==> src/rtl/conv_job_arbiter.sv <==
// Round-robin job arbiter sharing one convolution engine between two requesters.
// Optional build macro: CONV_ARB_FIXED_PRIO_EN (r0 always wins when both request).
module conv_job_arbiter #(
    parameter int DATA_N   = 128,
    parameter int FILTER_N = 32,
    parameter int IN_W     = 8,
    parameter int OUT_W    = 21
) (
    input  logic             clk,
    input  logic             reset,
    input  logic             r0_s_valid_x,
    output logic             r0_s_ready_x,
    input  logic [IN_W-1:0]  r0_s_data_in_x,
    input  logic             r0_s_valid_f,
    output logic             r0_s_ready_f,
    input  logic [IN_W-1:0]  r0_s_data_in_f,
    output logic             r0_m_valid_y,
    input  logic             r0_m_ready_y,
    output logic [OUT_W-1:0] r0_m_data_out_y,
    input  logic             r1_s_valid_x,
    output logic             r1_s_ready_x,
    input  logic [IN_W-1:0]  r1_s_data_in_x,
    input  logic             r1_s_valid_f,
    output logic             r1_s_ready_f,
    input  logic [IN_W-1:0]  r1_s_data_in_f,
    output logic             r1_m_valid_y,
    input  logic             r1_m_ready_y,
    output logic [OUT_W-1:0] r1_m_data_out_y,
    output logic             e_valid_x,
    input  logic             e_ready_x,
    output logic [IN_W-1:0]  e_data_x,
    output logic             e_valid_f,
    input  logic             e_ready_f,
    output logic [IN_W-1:0]  e_data_f,
    input  logic             e_valid_y,
    output logic             e_ready_y,
    input  logic [OUT_W-1:0] e_data_y,
    output logic             busy,
    output logic             grant,
    output logic             job_done
);

    localparam int CONV_N = DATA_N - FILTER_N + 1;
    localparam int XW = $clog2(DATA_N + 1);
    localparam int FW = $clog2(FILTER_N + 1);
    localparam int YW = $clog2(CONV_N + 1);
    localparam logic [XW-1:0] X_LIM  = XW'(DATA_N);
    localparam logic [FW-1:0] F_LIM  = FW'(FILTER_N);
    localparam logic [YW-1:0] Y_LIM  = YW'(CONV_N);
    localparam logic [YW-1:0] Y_LAST = YW'(CONV_N - 1);

    typedef enum logic {IDLE, BUSY} state_t;

    state_t          state_reg, state_next;
    logic            grant_reg, grant_next;
    logic            last_reg, last_next;
    logic            job_done_reg, job_done_next;
    logic [XW-1:0]   x_cnt_reg, x_cnt_next;
    logic [FW-1:0]   f_cnt_reg, f_cnt_next;
    logic [YW-1:0]   y_cnt_reg, y_cnt_next;

    logic            s_valid_x [2];
    logic            s_valid_f [2];
    logic            m_ready_y [2];
    logic [IN_W-1:0] s_data_x  [2];
    logic [IN_W-1:0] s_data_f  [2];
    logic            sel       [2];
    logic            s_ready_x [2];
    logic            s_ready_f [2];
    logic            m_valid_y [2];
    logic [OUT_W-1:0] m_data_y [2];

    logic req0, req1, winner, x_open, f_open, x_hs, f_hs, y_hs;

    assign s_valid_x[0] = r0_s_valid_x;
    assign s_valid_x[1] = r1_s_valid_x;
    assign s_valid_f[0] = r0_s_valid_f;
    assign s_valid_f[1] = r1_s_valid_f;
    assign m_ready_y[0] = r0_m_ready_y;
    assign m_ready_y[1] = r1_m_ready_y;
    assign s_data_x[0]  = r0_s_data_in_x;
    assign s_data_x[1]  = r1_s_data_in_x;
    assign s_data_f[0]  = r0_s_data_in_f;
    assign s_data_f[1]  = r1_s_data_in_f;

    assign req0   = r0_s_valid_x | r0_s_valid_f;
    assign req1   = r1_s_valid_x | r1_s_valid_f;
    assign busy   = (state_reg == BUSY);
    assign grant  = grant_reg;
    assign job_done = job_done_reg;
    assign x_open = (x_cnt_reg < X_LIM);
    assign f_open = (f_cnt_reg < F_LIM);

`ifdef CONV_ARB_FIXED_PRIO_EN
    assign winner = ~req0;
`else
    // On contention the requester that did not own the previous job wins.
    assign winner = (req0 & req1) ? ~last_reg : req1;
`endif

    // Engine-facing side: steered from the granted requester, silent while idle.
    assign e_valid_x = busy & s_valid_x[grant_reg] & x_open;
    assign e_valid_f = busy & s_valid_f[grant_reg] & f_open;
    assign e_data_x  = busy ? s_data_x[grant_reg] : '0;
    assign e_data_f  = busy ? s_data_f[grant_reg] : '0;
    assign e_ready_y = busy & m_ready_y[grant_reg];

    assign x_hs = e_valid_x & e_ready_x;
    assign f_hs = e_valid_f & e_ready_f;
    assign y_hs = busy & e_valid_y & m_ready_y[grant_reg];

    for (genvar gi = 0; gi < 2; gi++) begin : g_req
        assign sel[gi]       = busy & (grant_reg == 1'(gi));
        assign s_ready_x[gi] = sel[gi] & e_ready_x & x_open;
        assign s_ready_f[gi] = sel[gi] & e_ready_f & f_open;
        assign m_valid_y[gi] = sel[gi] & e_valid_y;
        assign m_data_y[gi]  = sel[gi] ? e_data_y : '0;
    end

    assign r0_s_ready_x    = s_ready_x[0];
    assign r1_s_ready_x    = s_ready_x[1];
    assign r0_s_ready_f    = s_ready_f[0];
    assign r1_s_ready_f    = s_ready_f[1];
    assign r0_m_valid_y    = m_valid_y[0];
    assign r1_m_valid_y    = m_valid_y[1];
    assign r0_m_data_out_y = m_data_y[0];
    assign r1_m_data_out_y = m_data_y[1];

    always_comb begin
        state_next    = state_reg;
        grant_next    = grant_reg;
        last_next     = last_reg;
        job_done_next = 1'b0;
        x_cnt_next    = x_cnt_reg;
        f_cnt_next    = f_cnt_reg;
        y_cnt_next    = y_cnt_reg;
        case (state_reg)
            IDLE: begin
                if (req0 | req1) begin
                    grant_next = winner;
                    state_next = BUSY;
                end
            end
            BUSY: begin
                if (x_hs) x_cnt_next = x_cnt_reg + 1'b1;
                if (f_hs) f_cnt_next = f_cnt_reg + 1'b1;
                if (y_hs) begin
                    // Completion is driven by the result count alone.
                    if (y_cnt_reg == Y_LAST) begin
                        state_next    = IDLE;
                        last_next     = grant_reg;
                        job_done_next = 1'b1;
                        x_cnt_next    = '0;
                        f_cnt_next    = '0;
                        y_cnt_next    = '0;
                    end else if (y_cnt_reg < Y_LIM) begin
                        y_cnt_next = y_cnt_reg + 1'b1;
                    end
                end
            end
            default: state_next = IDLE;
        endcase
    end

    always_ff @(posedge clk or negedge reset) begin
        if (!reset) begin
            state_reg    <= IDLE;
            grant_reg    <= 1'b0;
            last_reg     <= 1'b1;
            job_done_reg <= 1'b0;
            x_cnt_reg    <= '0;
            f_cnt_reg    <= '0;
            y_cnt_reg    <= '0;
        end else begin
            state_reg    <= state_next;
            grant_reg    <= grant_next;
            last_reg     <= last_next;
            job_done_reg <= job_done_next;
            x_cnt_reg    <= x_cnt_next;
            f_cnt_reg    <= f_cnt_next;
            y_cnt_reg    <= y_cnt_next;
        end
    end

endmodule

==> config.mk <==
export PLATFORM = sky130hd
export DESIGN_NAME = conv_job_arbiter
export DESIGN_NICKNAME = d
export VERILOG_FILES = /design/src/rtl/conv_job_arbiter.sv
export SDC_FILE = /design/constraint.sdc
export NUM_CORES = 1
export LEC_CHECK = 0
export CAP_MARGIN = 10
export CORE_MARGIN = 2
export CORE_UTILIZATION = 32
export DETAILED_ROUTE_END_ITERATION = 10
export PLACE_DENSITY = 0.78
export SYNTH_ARGS = -nofsm -noshare
export SYNTH_HDL_FRONTEND = slang
export SYNTH_SLANG_ARGS = --single-unit
==> constraint.sdc <==
create_clock -name clk -period 1.9 [get_ports clk]
set_clock_uncertainty 0.1 [all_clocks]
set_input_delay 0.475 -clock clk [delete_from_list [all_inputs] [get_ports clk]]
set_output_delay 0.475 -clock clk [all_outputs]
set_load 0.05 [all_outputs]
== Word-level counts from Yosys, hierarchy flattened ==
Cells that the tools add are included.
Storage, ports and cells
  bits in registers: 25
  latch bits: 0
  bits in writable memories: 0
  ROM bits: 0
  input port bits: 64
  output and inout bits: 70
  word-level logic and storage cells: 83
  memories kept: 0
Operators by class
  add/subtract/negate cells: 3
  $mul: 0
  div/mod/pow operators: 0
  order comparisons: 4
  equal/unequal tests: 1
  shifts and indexed selects: 0
  multiplexer cells: 35
  bitwise operators: 29
  reductions and logical operators: 4
Operators with widths (count)
  $mux W8: 11
  $mux W21: 2
  $and A1 B1 Y1: 22
  $mux W6: 3
  $mux W1: 16
  $mux W7: 2
  $add A8 B1 Y8 const B: 1
  $lt A8 B8 Y1 const B: 1
  $add A7 B1 Y7 const B: 1
  $eq A7 B7 Y1 const B: 1
  $lt A7 B7 Y1 const B: 1
  $add A6 B1 Y6 const B: 1
  $lt A6 B6 Y1 const B: 1
  $reduce_and A3 Y1: 2
  $not A1 Y1: 3
  $or A1 B1 Y1: 3
  $ge A2 B2 Y1 const B: 1
  $not A1 Y2: 1
  $pmux W1 S2: 1
  $reduce_and A2 Y1: 1
  $reduce_bool A2 Y1: 1

== Longest topological paths before layout ==
Gate-level depths: netlist of run 1.
  depth after elaboration: 10
  mapped depth: 8

== Worst setup path before layout of run 1 ==
No wires, ideal clock.
  path kind: flip-flop to output port
  start point: reg grant_reg (netlist: grant)
  end point: out r1_s_ready_x
  data arrival time: 2.510 ns
  path slack: -1.185 ns
  cell stages (with the launch flop): 5
  cell sequence: dfrtp_1 buf_4 buf_1 nand2_1 nor3b_1
Between the ends
  longest elaborated chain between the ends: 3
RTL lines
  start, declared: line 55  | logic grant_reg, grant_next;
  start signal, assigned: line 176  | grant_reg <= grant_next;
  $and A1 B1 Y1: line 113  | assign sel[gi] = busy & (grant_reg == 1'(gi));
  $and A1 B1 Y1 (2 in a row): line 114  | assign s_ready_x[gi] = sel[gi] & e_ready_x & x_open;
  end, declared: line 21  | output logic r1_s_ready_x,
No other way between the ends.

== Worst setup path after layout of run 1 ==
  start point: reg grant_reg (netlist: grant)
  end point: out e_data_f[4]
Between the ends
  longest elaborated chain between the ends: 5
RTL lines
  $not A1 Y2 (not written as such): line 105  | assign e_data_f = busy ? s_data_f[grant_reg] : '0;
  $mux W8 (not written as such) (3 in a row): line 105
  $mux W8: line 105
  end, declared: line 34  | output logic [IN_W-1:0] e_data_f,
No other way between the ends. The select of a mux whose other input is x is not followed.

==> results_dict.tcl, run 1 <==
set metrics [dict create \
    timing.rr.start "grant$_DFFE_PN0P_" \
    firstDrtPassIters 4 \
    rsz0062_at_grt "yes" \
    nets 463 \
    clock_latency_ns 0.27 \
    max_slew.worst_pin.slew_ns 0.429 \
    critPathRequiredTime_ns 1.32 \
    grt_max_degree 26 \
    grt_pass1_vias 2718 \
    synth.top_cells.by_area "dfrtp_1 31%, mux2i_1 11%, and3_1 8.1%" \
    critPathKind "flip-flop to output port" \
    crit_path_cell_trace "buf_12 -> buf_16 -> mux2i_4 -> nor2b_4 -> buf_12" \
    critPathBufInv 3 \
    cts_buffers 3 \
    yosysTopAreaCell "dfrtp_1" \
    grt_pass1_wl_um 16000 \
    critPathTopFamily "buffers and inverters" \
    dp_hpwl_um 6460 \
    worstPathArrival_ns 1.59 \
    ys.flop_type "dfrtp_1" \
    start_util_pct 33.0 \
    dieArea_mm2 0.00670 \
    slowest_delay_ns 0.45 \
    core_mm2 0.00589 \
    largest_reg_flops 8 \
    crit_path_end_kind "output port" \
    drive_gt1_share_pct 61.9 \
    layout_commonest_cell "buf_12" \
    fin_crit_sh_pct 114 \
    via_count 2669 \
    slew_viol_final 0 \
    cts_max_level 1 \
    regToRegSetupSlack_ns -0.16 \
    routed_wl_um 12100 \
    vias_per_cell 5.67 \
    maxCapViolations 0 \
    synth.avg_cell_area_um2 8.55 \
    netlist-cell-type-count 39 \
    period_needed_ns 2.17 \
    syn_to_final_growth_pct 172 \
    slowest_stage "dfrtp_2" \
    min_path_type "primary input to asynchronous set/reset pin" \
    syn-cell-area_mm2 0.00194 \
    drc_errors 0 \
    violations "setup timing" \
    ys_seq_elements 25 \
    synth_nets 295 \
    yosysTopAreaCellShare_pct 30.9 \
    rows 28 \
    fin_util_pct 89.6 \
    io_pins 134 \
    grt_antenna_before_repair 2 \
    worst-path-max-fanout 7 \
    worst_slack_ns -0.267 \
    drt_iter0_markers 142 \
    setup-violations-final 85 \
    holdBufCountCts 0 \
    clk_pin_slew_ns 0.09 \
    worstSetupStartpointType "flip-flop" \
    nFillCells 213 \
    clockBufferDepth 2 \
    crit_start "grant$_DFFE_PN0P_" \
    detail-route-antenna-nets 0 \
    synth_cells 227 \
    path_common_cell "buf_12" \
    yosysWarnings 0 \
    synth_edf_count 0 \
    grt_use_total_pct 32.5 \
    io_buffers 133 \
    max_freq_ghz 0.461 \
    root_buffer "clkbuf_8" \
    gp_congestion 0.866 \
    globalRoute.totalOverflow 0 \
    power_density_mw_per_mm2 711 \
    dieWidth_um 81.9 \
    status "complete, but fails checks" \
    final_cell_mix "73 x buf_12, 53 x clkdlybuf4s50_1, 28 x buf_4, 22 x and3_4, 22 x dfrtp_1" \
    final_hold_viol_count 0 \
    cts_tree "done" \
    ys_seq_area_share_pct 32.3 \
    async_flop_share_pct 100 \
    tns_ns -10.49 \
    totalPowerFinal_uw 3750 \
    avgRoutedWirePerCell_um 25.8 \
    irDropWorstVdd_mv 0.742 \
    relSlewSlack_pct 71.2 \
    leakage_uw 0.00233 \
    clock_sinks 25 \
    die_y_um 81.9 \
]
==> Yosys cell counts (4+ instances only) <==
cell type / count
and3_1: 25
and2_1: 24
dfrtp_1: 24
mux2i_1: 21
nor2b_1: 19
nor2_1: 17
nand2_1: 15
nand3_1: 9
clkbuf_1: 8
a21oi_1: 6
nand4_1: 5
xnor2_1: 5
ha_1: 4
xor2_1: 4
==> worst reg2reg max path, cell delays in order, from the launching register on <==
cell,delay (ns)
dfrtp_2,0.47
buf_6,0.17
mux2_4,0.32
and2_4,0.18
buf_4,0.14
buf_4,0.13
nand3_1,0.16
mux2i_1,0.29
==> report_power, final <==
part	switching [uW]	internal (uW)
clock	160	150
sequential	180	697
combinational	1280	1280
==> path summary, 6_finish.rpt <==
kind	end	cells after the start
worst max-delay path	e_data_f[4]	5
worst min-delay path	x_cnt_reg[0]$_DFFE_PN0P_	2
worst max register to register	y_cnt_reg[1]$_DFFE_PN0P_	7
worst min register to register	y_cnt_reg[3]$_DFFE_PN0P_	2
max in group asynchronous	last_reg$_DFFE_PN1P_	2
min in group clk	y_cnt_reg[3]$_DFFE_PN0P_	2
==> per-layer routing <==
layer / GRT usage [%] / vias to the layer above / routed length [um]
met5: 0 / - / 0
met1: 37.3 / 1309 / 4210
met4: 14.2 / 0 / 588
met3: 6.15 / 52 / 1010
li1: - / 1134 / -
met2: 58.5 / 174 / 6320
==> through the flow <==
step	cell area, um2	worst slack [ns]	hold slack [ns]	std cells
floorplan	2280	-0.0810	0.0794	227
global placement	4550	-0.343	0.430	452
detailed placement	4550	-0.381	0.442	452
CTS	5100	-0.203	0.464	469
global route	5270	-0.281	0.494	471
finish	5270	-0.267	0.466	471
==> repair_timing <==
item | 4_1_cts | 5_1_grt
endpoints found under the setup margin | 83 | 89
gates resized for setup | 81 | 42
cloned | 4 | 0
pin swaps | 7 | 15
setup buffers | 9 | 2
==> layout make-up <==
class | count | area (um2) | share of cell area (%)
inverter | 3 | 23.8 | 0.451
sequential | 25 | 629 | 11.9
multi-input combinational | 184 | 1950 | 36.9
clock buffer | 4 | 45.0 | 0.854
antenna | 2 | 5.00 | 0.0949
tap | 75 | 93.8 | 1.78
timing repair buffer | 178 | 2530 | 47.9
==> cell families (layout without fill, tap and decap cells) <==
family          Yosys count  count (layout)  share of synthesized area (%)
compound gates           16              16                           5.22
flops                    25              25                           32.3
mux                      25              25                           13.3
buf+inv                  18             185                           4.96
simple gates            130             130                           37.5
other cells               0               2                              0
fa+ha+maj                 4               4                           2.58
xor+xnor                  9               9                           4.06
(Power assumes the default switching activity.)
==> run 2: changes to the inputs <==
--- a/config.mk
+++ b/config.mk
@@ -6,7 +6,7 @@
 export NUM_CORES = 1
 export LEC_CHECK = 0
 export CAP_MARGIN = 10
-export CORE_MARGIN = 2
+export CORE_MARGIN = 8
 export CORE_UTILIZATION = 32
 export DETAILED_ROUTE_END_ITERATION = 10
 export PLACE_DENSITY = 0.78
==> run 2 against run 1 <==
The flow still finishes with violations (setup timing). Critical path type unchanged. Die area is 31% higher. Critical path depth stayed put. Highest routed layer unchanged. Non-clock buffer count is 3 higher. Clock-buffer cell count stayed put. Core utilization is 3.7 points lower.
==> results_dict.tcl, run 2 (synthesis gave the netlist of run 1 again) <==
set metrics [dict create \
    final_hold_viol_count 0 \
    dieArea_mm2 0.00881 \
    io_pins 134 \
    irDropWorstVdd_mv 0.614 \
    power_density_mw_per_mm2 700 \
    dp_hpwl_um 7320 \
    drt_iter0_markers 164 \
    fin_crit_sh_pct 114 \
    maxCapViolations 0 \
    layout_commonest_cell "buf_12" \
    cts_tree "done" \
    worstPathArrival_ns 1.58 \
    path_common_cell "buf_6" \
    nets 466 \
    globalRoute.totalOverflow 0 \
    slew_viol_final 0 \
    power_frac_clock_pct 9.0 \
    max_slew.worst_pin.slew_ns 0.329 \
    drive_gt1_share_pct 59.4 \
    vias_per_cell 5.49 \
    violations "setup timing" \
    clock_sinks 25 \
    period_needed_ns 2.16 \
    detail-route-antenna-nets 0 \
    core_mm2 0.00589 \
    final_cell_mix "70 x buf_12, 53 x clkdlybuf4s50_1, 27 x buf_4, 24 x and2_4" \
    relSlewSlack_pct 77.9 \
    p_sw_share_pct 42.2 \
    holdBufCountCts 0 \
    totalPowerFinal_uw 3540 \
    status "complete, but fails checks" \
    die_y_um 93.9 \
    grt_pass1_vias 2500 \
    drc_errors 0 \
    critPathRequiredTime_ns 1.32 \
    grt_max_degree 26 \
    via_count 2597 \
    firstDrtPassIters 4 \
    clockBufferDepth 2 \
    rsz0062_at_grt "yes" \
    crit_path_cell_trace "buf_6 -> nor2b_4 -> buf_6 -> and3b_2 -> buf_12" \
    pwr-share-seq_pct 24.5 \
    dieWidth_um 93.9 \
    gp_congestion 0.904 \
    io_buffers 133 \
    tns_ns -10.99 \
    crit_path_end_kind "output port" \
    setup-violations-final 70 \
    syn_to_final_growth_pct 161 \
    root_buffer "clkbuf_8" \
    combinationalPowerShare_pct 66.6 \
    cts_max_level 1 \
    cts_buffers 3 \
    crit_start "grant$_DFFE_PN0P_" \
    grt_antenna_before_repair 0 \
    worstSetupStartpointType "flip-flop" \
    worst_slack_ns -0.258 \
    clock_latency_ns 0.27 \
    avgRoutedWirePerCell_um 25.3 \
    slowest_stage "dfrtp_2" \
    routed_wl_um 11900 \
    grt_pass1_wl_um 15200 \
    max_freq_ghz 0.463 \
    p_switching_uw 1490 \
    timing.rr.start "y_cnt_reg[2]$_DFFE_PN0P_" \
    clk_pin_slew_ns 0.08 \
    grt_use_total_pct 22.4 \
    rows 28 \
    largest_reg_flops 8 \
    critPathBufInv 3 \
    slowest_delay_ns 0.44 \
    critPathKind "flip-flop to output port" \
    worst-path-max-fanout 7 \
    start_util_pct 33.0 \
    leakage_uw 0.00234 \
    critPathTopFamily "buffers and inverters" \
    min_path_type "primary input to asynchronous set/reset pin" \
    p_int_uw 2050 \
]
run 2: cell types whose count changed in the layout (fill, tap and decap cells not counted), moves of 4 or more:
cell | previous run | this run
mux2i_2 | 2 | 13
mux2i_4 | 16 | 3
buf_6 | 8 | 16
nor2_4 | 8 | 1
a21oi_1 | 0 | 4
nor2_1 | 7 | 16
run 2: layout make-up:
cell class / instances / area, um2
flip-flops and latches: 25 / 629
well taps: 75 / 93.8
fillers: 235 / 828
inverters: 3 / 23.8
clock buffers: 4 / 45.0
diodes: 1 / 2.50
repair buffers: 181 / 2510
multi-input cells: 184 / 1750
run 2: power groups by stage:
| stage | clock, uW | sequential, uW | combinational, uW |
|---|---|---|---|
| 3_3_place_gp | 0 | 840 | 1940 |
| 3_5_place_dp | 0 | 854 | 2000 |
| 4_1_cts | 314 | 838 | 2160 |
| 6_report | 317 | 866 | 2360 |
| 5_1_grt | 345 | 885 | 2460 |
| 2_1_floorplan | 0 | 844 | 1020 |
run 2: path summary, 6_finish.rpt:
| kind | to | slack (ns) | cells past startpoint |
|---|---|---|---|
| worst min-delay path | y_cnt_reg[3]$_DFFE_PN0P_ | 0.47 | 2 |
| worst min register to register | x_cnt_reg[1]$_DFFE_PN0P_ | 0.47 | 2 |
| worst max register to register | y_cnt_reg[2]$_DFFE_PN0P_ | -0.12 | 5 |
| max in group asynchronous | last_reg$_DFFE_PN1P_ | 0.94 | 2 |
| min in group clk | x_cnt_reg[1]$_DFFE_PN0P_ | 0.47 | 2 |
| worst max-delay path | r0_s_ready_x | -0.26 | 5 |
run 2: per-layer routing:
| layer | share of wire [%] | up-vias | wire [um] | track usage, % |
|---|---|---|---|---|
| li1 | - | 1123 | - | - |
| met1 | 37 | 1286 | 4380 | 26.0 |
| met2 | 53 | 160 | 6370 | 43.2 |
| met3 | 7.3 | 28 | 877 | 3.28 |
| met4 | 2.7 | 0 | 325 | 1.98 |
| met5 | 0 | - | 0 | 0 |
run 2: metrics by stage:
step	std cells	util [%]	setup slack (ns)	hold WS (ns)	area, um2
global route	472	85.9	-0.294	0.482	5050
global placement	452	76.6	-0.334	0.431	4510
floorplan	227	-	-0.0810	0.0794	2280
finish	473	85.9	-0.258	0.467	5060
detailed placement	452	76.6	-0.349	0.433	4510
CTS	468	82.6	-0.170	0.462	4860
run 2: what timing repair did:
item | CTS | global route
cloned | 1 | 2
gates resized for setup | 66 | 35
pin swaps | 13 | 13
setup endpoints to repair | 85 | 91
setup buffers | 12 | 5
run 2: worst register-to-register path, cell delays in order (launching register included):
cell and delay (ns):
dfrtp_1 0.39, or3_4 0.41, or4_4 0.60, clkinv_8 0.10
nor2_1 0.05, mux2_2 0.26
==> run 3: changes to the inputs <==
--- a/config.mk
+++ b/config.mk
@@ -7,9 +7,10 @@
 export LEC_CHECK = 0
 export CAP_MARGIN = 10
 export CORE_MARGIN = 8
-export CORE_UTILIZATION = 32
+export CORE_UTILIZATION = 57
 export DETAILED_ROUTE_END_ITERATION = 10
-export PLACE_DENSITY = 0.78
+export DONT_BUFFER_PORTS = 1
+export PLACE_DENSITY = 0.76
 export SYNTH_ARGS = -nofsm -noshare
 export SYNTH_HDL_FRONTEND = slang
 export SYNTH_SLANG_ARGS = --single-unit
==> run 3 against run 2 <==
The flow now stops in clock tree synthesis (4_1_cts). Synthesized cell count did not move. Area after synthesis did not move.
==> results_dict.tcl, run 3 <==
set metrics [dict create \
    synth_edf_count 0 \
    root_buffer "clkbuf_4" \
    yosysTopAreaCellShare_pct 30.9 \
    netlist-cell-type-count 39 \
    ys_top_cells_by_count "25 x and3_1, 24 x and2_1, 24 x dfrtp_1" \
    cts_max_level 1 \
    dieWidth_um 74.4 \
    haltStage "clock tree synthesis (4_1_cts)" \
    start_util_pct 58.6 \
    ys_seq_area_share_pct 32.3 \
    cts_buffers 3 \
    async_flop_share_pct 100 \
    synth_nets 295 \
    synth_most_common_cell "and3_1" \
    syn-cell-area_mm2 0.00194 \
    holdBufCountCts 1 \
    ys.flop_type "dfrtp_1" \
    synth_cells 227 \
    yosysWarnings 0 \
    dp_hpwl_um 8160 \
    io_buffers 0 \
    synth.avg_cell_area_um2 8.55 \
    io_pins 134 \
    error "[ERROR DPL-0038] Utilization greater than 100%, impossible to legalize" \
    clockBufferDepth 2 \
    rows 21 \
    synth.top_cells.by_area "dfrtp_1 31%, mux2i_1 11%, and3_1 8.1%" \
    post-cts-setup-buffer-count 15 \
    yosysTopAreaCell "dfrtp_1" \
    clock_sinks 25 \
    cts_resized 92 \
    pre_cts_ws_ns -0.205 \
    ys_seq_elements 25 \
    status "stopped before the end" \
    gp_congestion 0.867 \
    die_y_um 74.4 \
]
[run 3: cell counts after synthesis]
No cell type changed its count.
[run 3: cells by family after synthesis]
family	share of synthesized area [%]
AOI/OAI and AO/OA	5.22
xor gates and xnor gates	4.06
adders and majority gates	2.58
buffers and inverters	4.96
DFF	32.3
muxes	13.3
and+or+nand+nor	37.5
[run 3: per-stage QoR]
step	cells	setup TNS [ns]	area, um2	hold WS, ns
2_1_floorplan	227	-1.20	2280	0.0794
3_3_place_gp	322	-0.534	3140	0.0800
3_5_place_dp	322	-2.97	3140	0.0799
==> run 4: changes to the inputs <==
--- a/config.mk
+++ b/config.mk
@@ -7,10 +7,10 @@
 export LEC_CHECK = 0
 export CAP_MARGIN = 10
 export CORE_MARGIN = 8
-export CORE_UTILIZATION = 57
+export CORE_UTILIZATION = 40
 export DETAILED_ROUTE_END_ITERATION = 10
 export DONT_BUFFER_PORTS = 1
-export PLACE_DENSITY = 0.76
+export PLACE_DENSITY_LB_ADDON = 0.15
 export SYNTH_ARGS = -nofsm -noshare
 export SYNTH_HDL_FRONTEND = slang
 export SYNTH_SLANG_ARGS = --single-unit
==> constraint.sdc (replaced) <==
create_clock -name clk -period 2.5 [get_ports clk]
set_clock_uncertainty 0.1 [all_clocks]
set_input_delay 0.625 -clock clk [delete_from_list [all_inputs] [get_ports clk]]
set_output_delay 0.625 -clock clk [all_outputs]
set_load 0.05 [all_outputs]
==> run 4 against run 3 <==
The run now ends clean.
==> results_dict.tcl, run 4 (synthesis gave the netlist of run 1 again) <==
set metrics [dict create \
    slew_viol_final 0 \
    status "complete, no violations" \
    grt_use_total_pct 15.9 \
    firstDrtPassIters 4 \
    layout_commonest_cell "buf_4" \
    grt_pass1_wl_um 9340 \
    root_buffer "clkbuf_8" \
    totalPowerFinal_uw 1840 \
    critPathRequiredTime_ns 1.77 \
    rsz0062_at_grt "no" \
    io_pins 134 \
    gp_congestion 0.834 \
    avgRoutedWirePerCell_um 19.6 \
    clockBufferDepth 2 \
    regToRegSetupSlack_ns 0.26 \
    min_path_type "primary input to asynchronous set/reset pin" \
    detail-route-antenna-nets 0 \
    cts_resized 0 \
    worst-path-max-fanout 38 \
    drc_errors 0 \
    worstPathArrival_ns 1.61 \
    drt_iter0_markers 52 \
    rows 25 \
    cts_buffers 3 \
    start_util_pct 41.4 \
    leakage_uw 0.00132 \
    rr_worst_depth 5 \
    clock_latency_ns 0.27 \
    dieArea_mm2 0.00734 \
    routed_wl_um 6200 \
    crit_start "grant$_DFFE_PN0P_" \
    dp_hpwl_um 5060 \
    globalRoute.totalOverflow 0 \
    maxCapViolations 0 \
    vias_per_cell 5.58 \
    final_cell_count_no_fill 316 \
    placedCellCount 310 \
    dieWidth_um 85.7 \
    max_slew.worst_pin.slew_ns 0.602 \
    io_buffers 0 \
    grt_antenna_before_repair 0 \
    setup-violations-final 0 \
    cts_max_level 1 \
    largest_reg_flops 8 \
    clock_sinks 25 \
    grt_max_degree 39 \
    worstSetupStartpointType "flip-flop" \
    reg2reg_to "y_cnt_reg[2]$_DFFE_PN0P_" \
    grt_pass1_vias 1710 \
    nets 331 \
    clk_pin_slew_ns 0.08 \
    drive_gt1_share_pct 42.4 \
    irDropWorstVdd_mv 0.400 \
    final_cell_mix "29 x buf_4, 22 x dfrtp_1, 21 x mux2i_1, 20 x and2_2, 16 x nor2_1" \
    relSlewSlack_pct 59.4 \
    core_mm2 0.00469 \
    via_count 1764 \
    syn_to_final_growth_pct 37.3 \
    power_density_mw_per_mm2 690 \
    holdWs_ns 0.0870 \
    die_y_um 85.7 \
    n_antenna_cell 0 \
    fin_crit_sh_pct 93.3 \
    critPathKind "flip-flop to output port" \
    crit_path_end_kind "output port" \
    crit_end "e_data_f[1]" \
    final_hold_viol_count 0 \
    cts_tree "done" \
    timing.rr.start "y_cnt_reg[2]$_DFFE_PN0P_" \
    period_needed_ns 2.33 \
    max_freq_ghz 0.429 \
]
==> run 4: layer usage <==
metal	GRT usage, %	vias to the layer above	routed length [um]
li1	-	857	-
met1	16.2	825	2280
met2	29.1	75	3150
met3	6.11	7	673
met4	4.78	0	98
met5	0	-	0
==> run 4: repair_timing <==
action / in CTS / in global routing
hold buffers: 1 / 0
hold endpoints to repair: 24 / 0
setup endpoints to repair: 0 / 0
setup buffers: 0 / 0
==> run 4: area by class of cell <==
class	instances	area (um2)
Fill cell	423	2030
Sequential cell	25	629
Clock buffer	4	45.0
Multi-Input combinational cell	184	1340
Tap cell	54	67.6
Timing Repair Buffer	46	556
Inverter	3	23.8
==> run 4: power breakdown <==
| part | leakage [uW] | internal [uW] | total, uW | switching (uW) |
|---|---|---|---|---|
| Clock | 0.0000228 | 114 | 236 | 122 |
| Combinational | 0.000991 | 348 | 940 | 592 |
| Sequential | 0.000310 | 530 | 664 | 134 |
| Total | 0.00132 | 992 | 1840 | 847 |
==> run 4: stage by stage <==
stage | worst slack, ns | util [%] | TNS [ns] | area [um2]
floorplan | -0.283 | - | -1.55 | 2070
global placement | 0.286 | 55.0 | 0 | 2580
detailed placement | 0.258 | 55.0 | 0 | 2580
CTS | 0.157 | 56.2 | 0 | 2640
global route | 0.0730 | 56.8 | 0 | 2670
finish | 0.168 | 56.8 | 0 | 2670
==> run 4: critical path, cell delays in order, from the launching register on <==
cell,delay (ns)
dfrtp_2,0.51
buf_12,0.28
mux2i_1,0.29
nor2b_2,0.06
buf_4,0.19
==> run 4: how the worst min path moves through the flow <==
| stage | start | end | slack, ns | depth (start not counted) |
|---|---|---|---|---|
| after global placement | reset | x_cnt_reg[3]$_DFFE_PN0P_ | 0.23 | 0 |
| final | reset | last_reg$_DFFE_PN1P_ | 0.09 | 0 |
| after floorplan | reset | busy$_DFF_PN0_ | 0.23 | 0 |
| after detailed placement | reset | x_cnt_reg[3]$_DFFE_PN0P_ | 0.23 | 0 |
| after CTS | reset | last_reg$_DFFE_PN1P_ | 0.08 | 0 |
| after global routing | reset | last_reg$_DFFE_PN1P_ | 0.08 | 0 |
==> RTL edit 1 (config.mk and constraints of run 4) <==
Build with the macro `CONV_ARB_FIXED_PRIO_EN` defined.
--- a/src/rtl/conv_job_arbiter.sv
+++ b/src/rtl/conv_job_arbiter.sv
@@ -1,5 +1,7 @@
 // Round-robin job arbiter sharing one convolution engine between two requesters.
 // Optional build macro: CONV_ARB_FIXED_PRIO_EN (r0 always wins when both request).
+`define CONV_ARB_FIXED_PRIO_EN
+
 module conv_job_arbiter #(
     parameter int DATA_N   = 128,
     parameter int FILTER_N = 32,
Function: same outputs for any inputs over 10 cycles, from zero or initial values and one cycle with reset low; that may be too few to reach the edited logic, so the function may still have changed.
==> RTL edit 1 against run 4 <==
  * Sequential cell count shrank 1
  * Setup slack got worse by 0.034 ns
  * Design area increased by 29%
  * Synthesized area decreased by 3.4%
  * Routed wire length grew 22%
  * Clock power grew 44%
  * Total power rose by 0.69%
  * Critical path type unchanged
  * Largest cell class is now buffers
==> RTL edit 1: results (changes against run 4) <==
Worst setup path
  – CP max stage cell: dfrtp_4
  – Worst Reg2Reg Path Length in Cells: 6 (+1)
  – CP endpoint: e_data_f[0]
  – Worst path max stage delay: 0.55 ns (+0.04 ns)
  – R2r setup slk: 0.32 ns (+0.06 ns)
  – CP arrival: 1.64 ns (+0.03 ns)
  – Worst Path Max Fanout: 19 (-50%)
  – R2r startpoint: busy

Pwr
  – Maximum vdd drop: 320.4 µV (-20%)
  – Leakage power: 1.569 nW (+19%)
  – Internal: 1.115 mW (+12%)
  – Clk power: 0.339 mW (+44%)
  – Tot Pwr: 1.852 mW (+0.69%)
  – Flop+latch power: 0.568 mW (-14%)

Global routing
  – Initial antenna violation count: 0 (unchanged)
  – Largest net degree at the start of global routing: 25 (-36%)
  – GRT Overall Usage: 20.58% (+4.7 points)
  – Global-route wire length before repair: 11670 µm (+25%)
  – Number of global-route vias before repair: 2040 (+19%)

Logic synthesis
  – Post-synth EDFFs: 0 (unchanged)
  – Synth top area cells: dfrtp_1 32%, mux2i_1 9.6%, and2_1 8.7%
  – Distinct cell type count after synthesis: 36 (-7.7%)
  – Top_reg_cell synth: dfrtp_1
  – Async set or reset register ratio after synthesis: 100.0% (unchanged)
  – Syn_nets: 288 (-2.4%)
  – Synth cell count leaders: 26 x and2_1, 26 x and3_1, 24 x dfrtp_1, 19 x nor2b_1, 18 x mux2i_1
  – Seq/Total Area, Yosys: 32.04% (-0.26 points)

STA
  – Final number of hold-violating endpoints: 0 (unchanged)
  – Worst slew pin tran: 0.5087 ns (-0.09312 ns)

Hold path
  – Type of the most critical hold path: flip-flop to flip-flop
  – Hold EP: y_cnt_reg[4]

Detailed routing
  – Met1 Wirelength: 2536 µm (+11%)
  – Met3 wire length: 603 µm (-10%)
  – Drt wl/cell: 22.22 µm (+13%)
  – DR top layer: met4
  – Via-to-Cell Ratio: 5.700 (+2.1%)
  – Starting DRT DRC Count: 110 (+110%)
  – Met2 wire length: 4370 µm (+39%)

Placed design
  – DP HPWL: 6291 µm (+24%)
  – Final GP Congestion: 0.7867 (-5.7%)
  – I/O Buffers: 0 (unchanged)

Clocking
  – CTS buffer count: 3 (unchanged)
  – Worst skew pair latency: 0.27 ns (about the same)

Cells and area
  – Fin nets: 355 (+7.3%)
  – Fillcell total: 330 (-22%)
  – Share of cells above drive strength 1: 36.71% (-5.7 points)

Outcome
  – Status: completed
-- RTL edit 1: cell count changes after synthesis, sizes merged, moves of 3 or more --
cell   change
buf        -4
nand2      -8
nor3       +3
inv        +4
mux2i      -3
-- RTL edit 1: metrics by stage --
stage | setup TNS, ns | hold slack, ns | cells | area, µm² | worst slack (ns)
2_1_floorplan | -0.4144 | 0.2294 | 220 | 1939 | -0.1418
3_3_place_gp | 0 | 0.2304 | 334 | 3339 | 0.4303
3_5_place_dp | 0 | 0.2306 | 334 | 3339 | 0.3479
4_1_cts | 0 | 0.4488 | 339 | 3421 | 0.05126
5_1_grt | 0 | 0.4841 | 340 | 3451 | 0.04174
6_report | 0 | 0.4499 | 340 | 3451 | 0.1334
-- RTL edit 1: layer usage --
layer,track usage (%),vias to the layer above
li1,-,897
met1,20.45,951
met2,41.26,86
met3,7.122,4
met4,0.9709,0
met5,0,-
-- RTL edit 1: logic make-up (layout without fill, tap and decap cells) --
group           Yosys count  after routing  synth area share, %
fa+ha+maj                 4              4                2.670
flops                    24             24                32.04
compound gates           18             18                5.941
mux                      21             21                11.62
xor+xnor                 10             10                4.673
simple gates            124            124                38.92
buf+inv                  19             85                4.139
-- RTL edit 1: area by class of cell --
| type | instances | share of cell area [%] |
|---|---|---|
| tap | 54 | 1.958 |
| timing repair buffer | 75 | 41.26 |
| clock buffer | 3 | 1.197 |
| multi-input combinational | 177 | 36.55 |
| clock inverter | 1 | 0.8702 |
| sequential | 24 | 17.51 |
| inverter | 6 | 0.6526 |
-- RTL edit 1: repair_timing --
item	in CTS	in global routing
hold buffers	1	0
endpoints found under the setup margin	0	3
resized for setup	0	1
endpoints found under the hold margin	24	0
==> RTL edit 2 (config.mk and constraints of run 4) <==
Made on the original files. Make the reset (`reset`) synchronous in one clocked block.
--- a/src/rtl/conv_job_arbiter.sv
+++ b/src/rtl/conv_job_arbiter.sv
@@ -162,7 +162,7 @@
         endcase
     end
 
-    always_ff @(posedge clk or negedge reset) begin
+    always_ff @(posedge clk) begin
         if (!reset) begin
             state_reg    <= IDLE;
             grant_reg    <= 1'b0;
Formal check against the unedited RTL: differs if reset is asserted again (counterexample within 4 cycles, from zero or initial values and one cycle with reset low); with reset held inactive, the same outputs for 10 cycles.
==> RTL edit 2 against run 4 <==
  * Synthesized area shrank 6.1%
  * Via count rose by 9.9%
  * Design area grew 18%
  * Global-route usage up 0.98 points
  * Routed wire length increased by 5.2%
  * Total power fell by 37%
  * Setup slack got worse by 0.028 ns
  * Sequential cell count did not move
  * Critical endpoint is now e_valid_f
==> RTL edit 2: results (changes against run 4) <==
Outcome
  – Status: completed

Detailed routing
  – Vias: 1938 (+9.9%)
  – Starting DRT DRC Count: 140 (+170%)
  – Initial DRT Pass Iterations: 4 (unchanged)
  – Drt wl/cell: 18.47 µm (-5.8%)

Worst setup path
  – R2r startpoint: busy
  – R2r setup slk: 0.36 ns (+0.10 ns)
  – CP arrival: 1.63 ns (+0.02 ns)
  – Crit Path Category: flip-flop to output pin
  – Worst Path Max Fanout: 47 (+24%)
  – CP endpoint: e_valid_f
  – Critical path origin: grant
  – Worst Reg2Reg Path Length in Cells: 6 (+1)
  – Reg-to-reg endpoint: x_cnt_reg[2]

Logic synthesis
  – Synth cell count leaders: 36 x nor2_1, 25 x dfxtp_1, 23 x and2_1, 23 x and3_1, 20 x mux2i_1
  – Seq/Total Area, Yosys: 27.45% (-4.8 points)
  – Synth top area cells: dfxtp_1 27%, mux2i_1 11%, and2_1 7.9%
  – Distinct cell type count after synthesis: 42 (+7.7%)
  – Syn Area/Cell: 7.564 µm² (-12%)
  – Top_reg_cell synth: dfxtp_1
  – Syn_nets: 309 (+4.7%)
  – Async set or reset register ratio after synthesis: 0% (-100 points)

Cells and area
  – Area of the multi-input gates: 1341 µm² (-0.19%)
  – Fillcell total: 321 (-24%)
  – Share of cells above drive strength 1: 33.89% (-8.5 points)
  – Final Non-Filler Cells: 353 (+12%)
  – Fin nets: 370 (+12%)

STA
  – Slew headroom: 57.82% (-1.5 points)
  – Period Utilization, post-route: 94.39% (+1.1 points)

Pwr
  – Leakage power: 1.248 nW (-5.7%)
  – Maximum vdd drop: 257.1 µV (-36%)

Global routing
  – Global-route wire length before repair: 9984 µm (+6.9%)
  – Largest net degree at the start of global routing: 48 (+23%)
  – GRT Overall Usage: 16.84% (+0.98 points)

Placed design
  – I/O Buffers: 0 (unchanged)
  – Final GP Congestion: 0.8240 (-1.2%)
  – Placed Area: 3104 µm² (+20%)
  – DP Worst Slack: 0.1755 ns (-0.08236 ns)
  – Placed insts: 349 (+13%)
  – DP HPWL: 5391 µm (+6.5%)

Clocking
  – Max Root-Sink Buffers: 2 (unchanged)
  – Setup bufs post-CTS: 0 (unchanged)
  – Post-CTS resize count: 1 (+1)

Hold path
  – Type of the most critical hold path: input pin to flip-flop
## RTL edit 2: metal layers
layer,share of wire [%],GRT usage [%]
met1,38,18.13
met2,58,33.31
met3,3.6,3.516
met4,0.32,1.570
met5,0,0
## RTL edit 2: area by class of cell
class | instances | share of cell area [%]
tap | 52 | 2.063
sequential | 25 | 15.91
timing repair buffer | 70 | 37.30
inverter | 6 | 0.7143
clock inverter | 1 | 0.1587
multi-input combinational | 196 | 42.54
clock buffer | 3 | 1.310
## RTL edit 2: worst max-delay path, cell delays in order (launching register included)
cell	delay, ns
dfxtp_2	0.36
buf_12	0.24
mux2_2	0.40
and3_1	0.22
buf_12	0.15
## RTL edit 2: cells by family after synthesis
group	count (synthesis)	synth area share [%]
buf+inv	20	4.529
xor+xnor	7	3.363
flops	25	27.45
simple gates	136	40.36
mux	22	12.22
fa+ha+maj	4	2.745
compound gates	27	9.335
## RTL edit 2: worst min path at each step
stage	slack [ns]	to	depth (start not counted)	startpoint
global placement	0.35	f_cnt_reg[5]	2	f_cnt_reg[5]
floorplan	0.34	f_cnt_reg[5]	2	f_cnt_reg[5]
global route	0.33	last_reg	1	reset
detailed placement	0.37	f_cnt_reg[5]	2	f_cnt_reg[5]
finish	0.34	last_reg	1	reset
CTS	0.32	last_reg	1	reset
## RTL edit 2: report_power, final
group	leakage (nW)	switching, mW	internal [mW]	total, mW
registers	0.203	0.00606	0.403	0.409
logic	1.02	0.303	0.205	0.508
clock network	0.0255	0.126	0.111	0.237
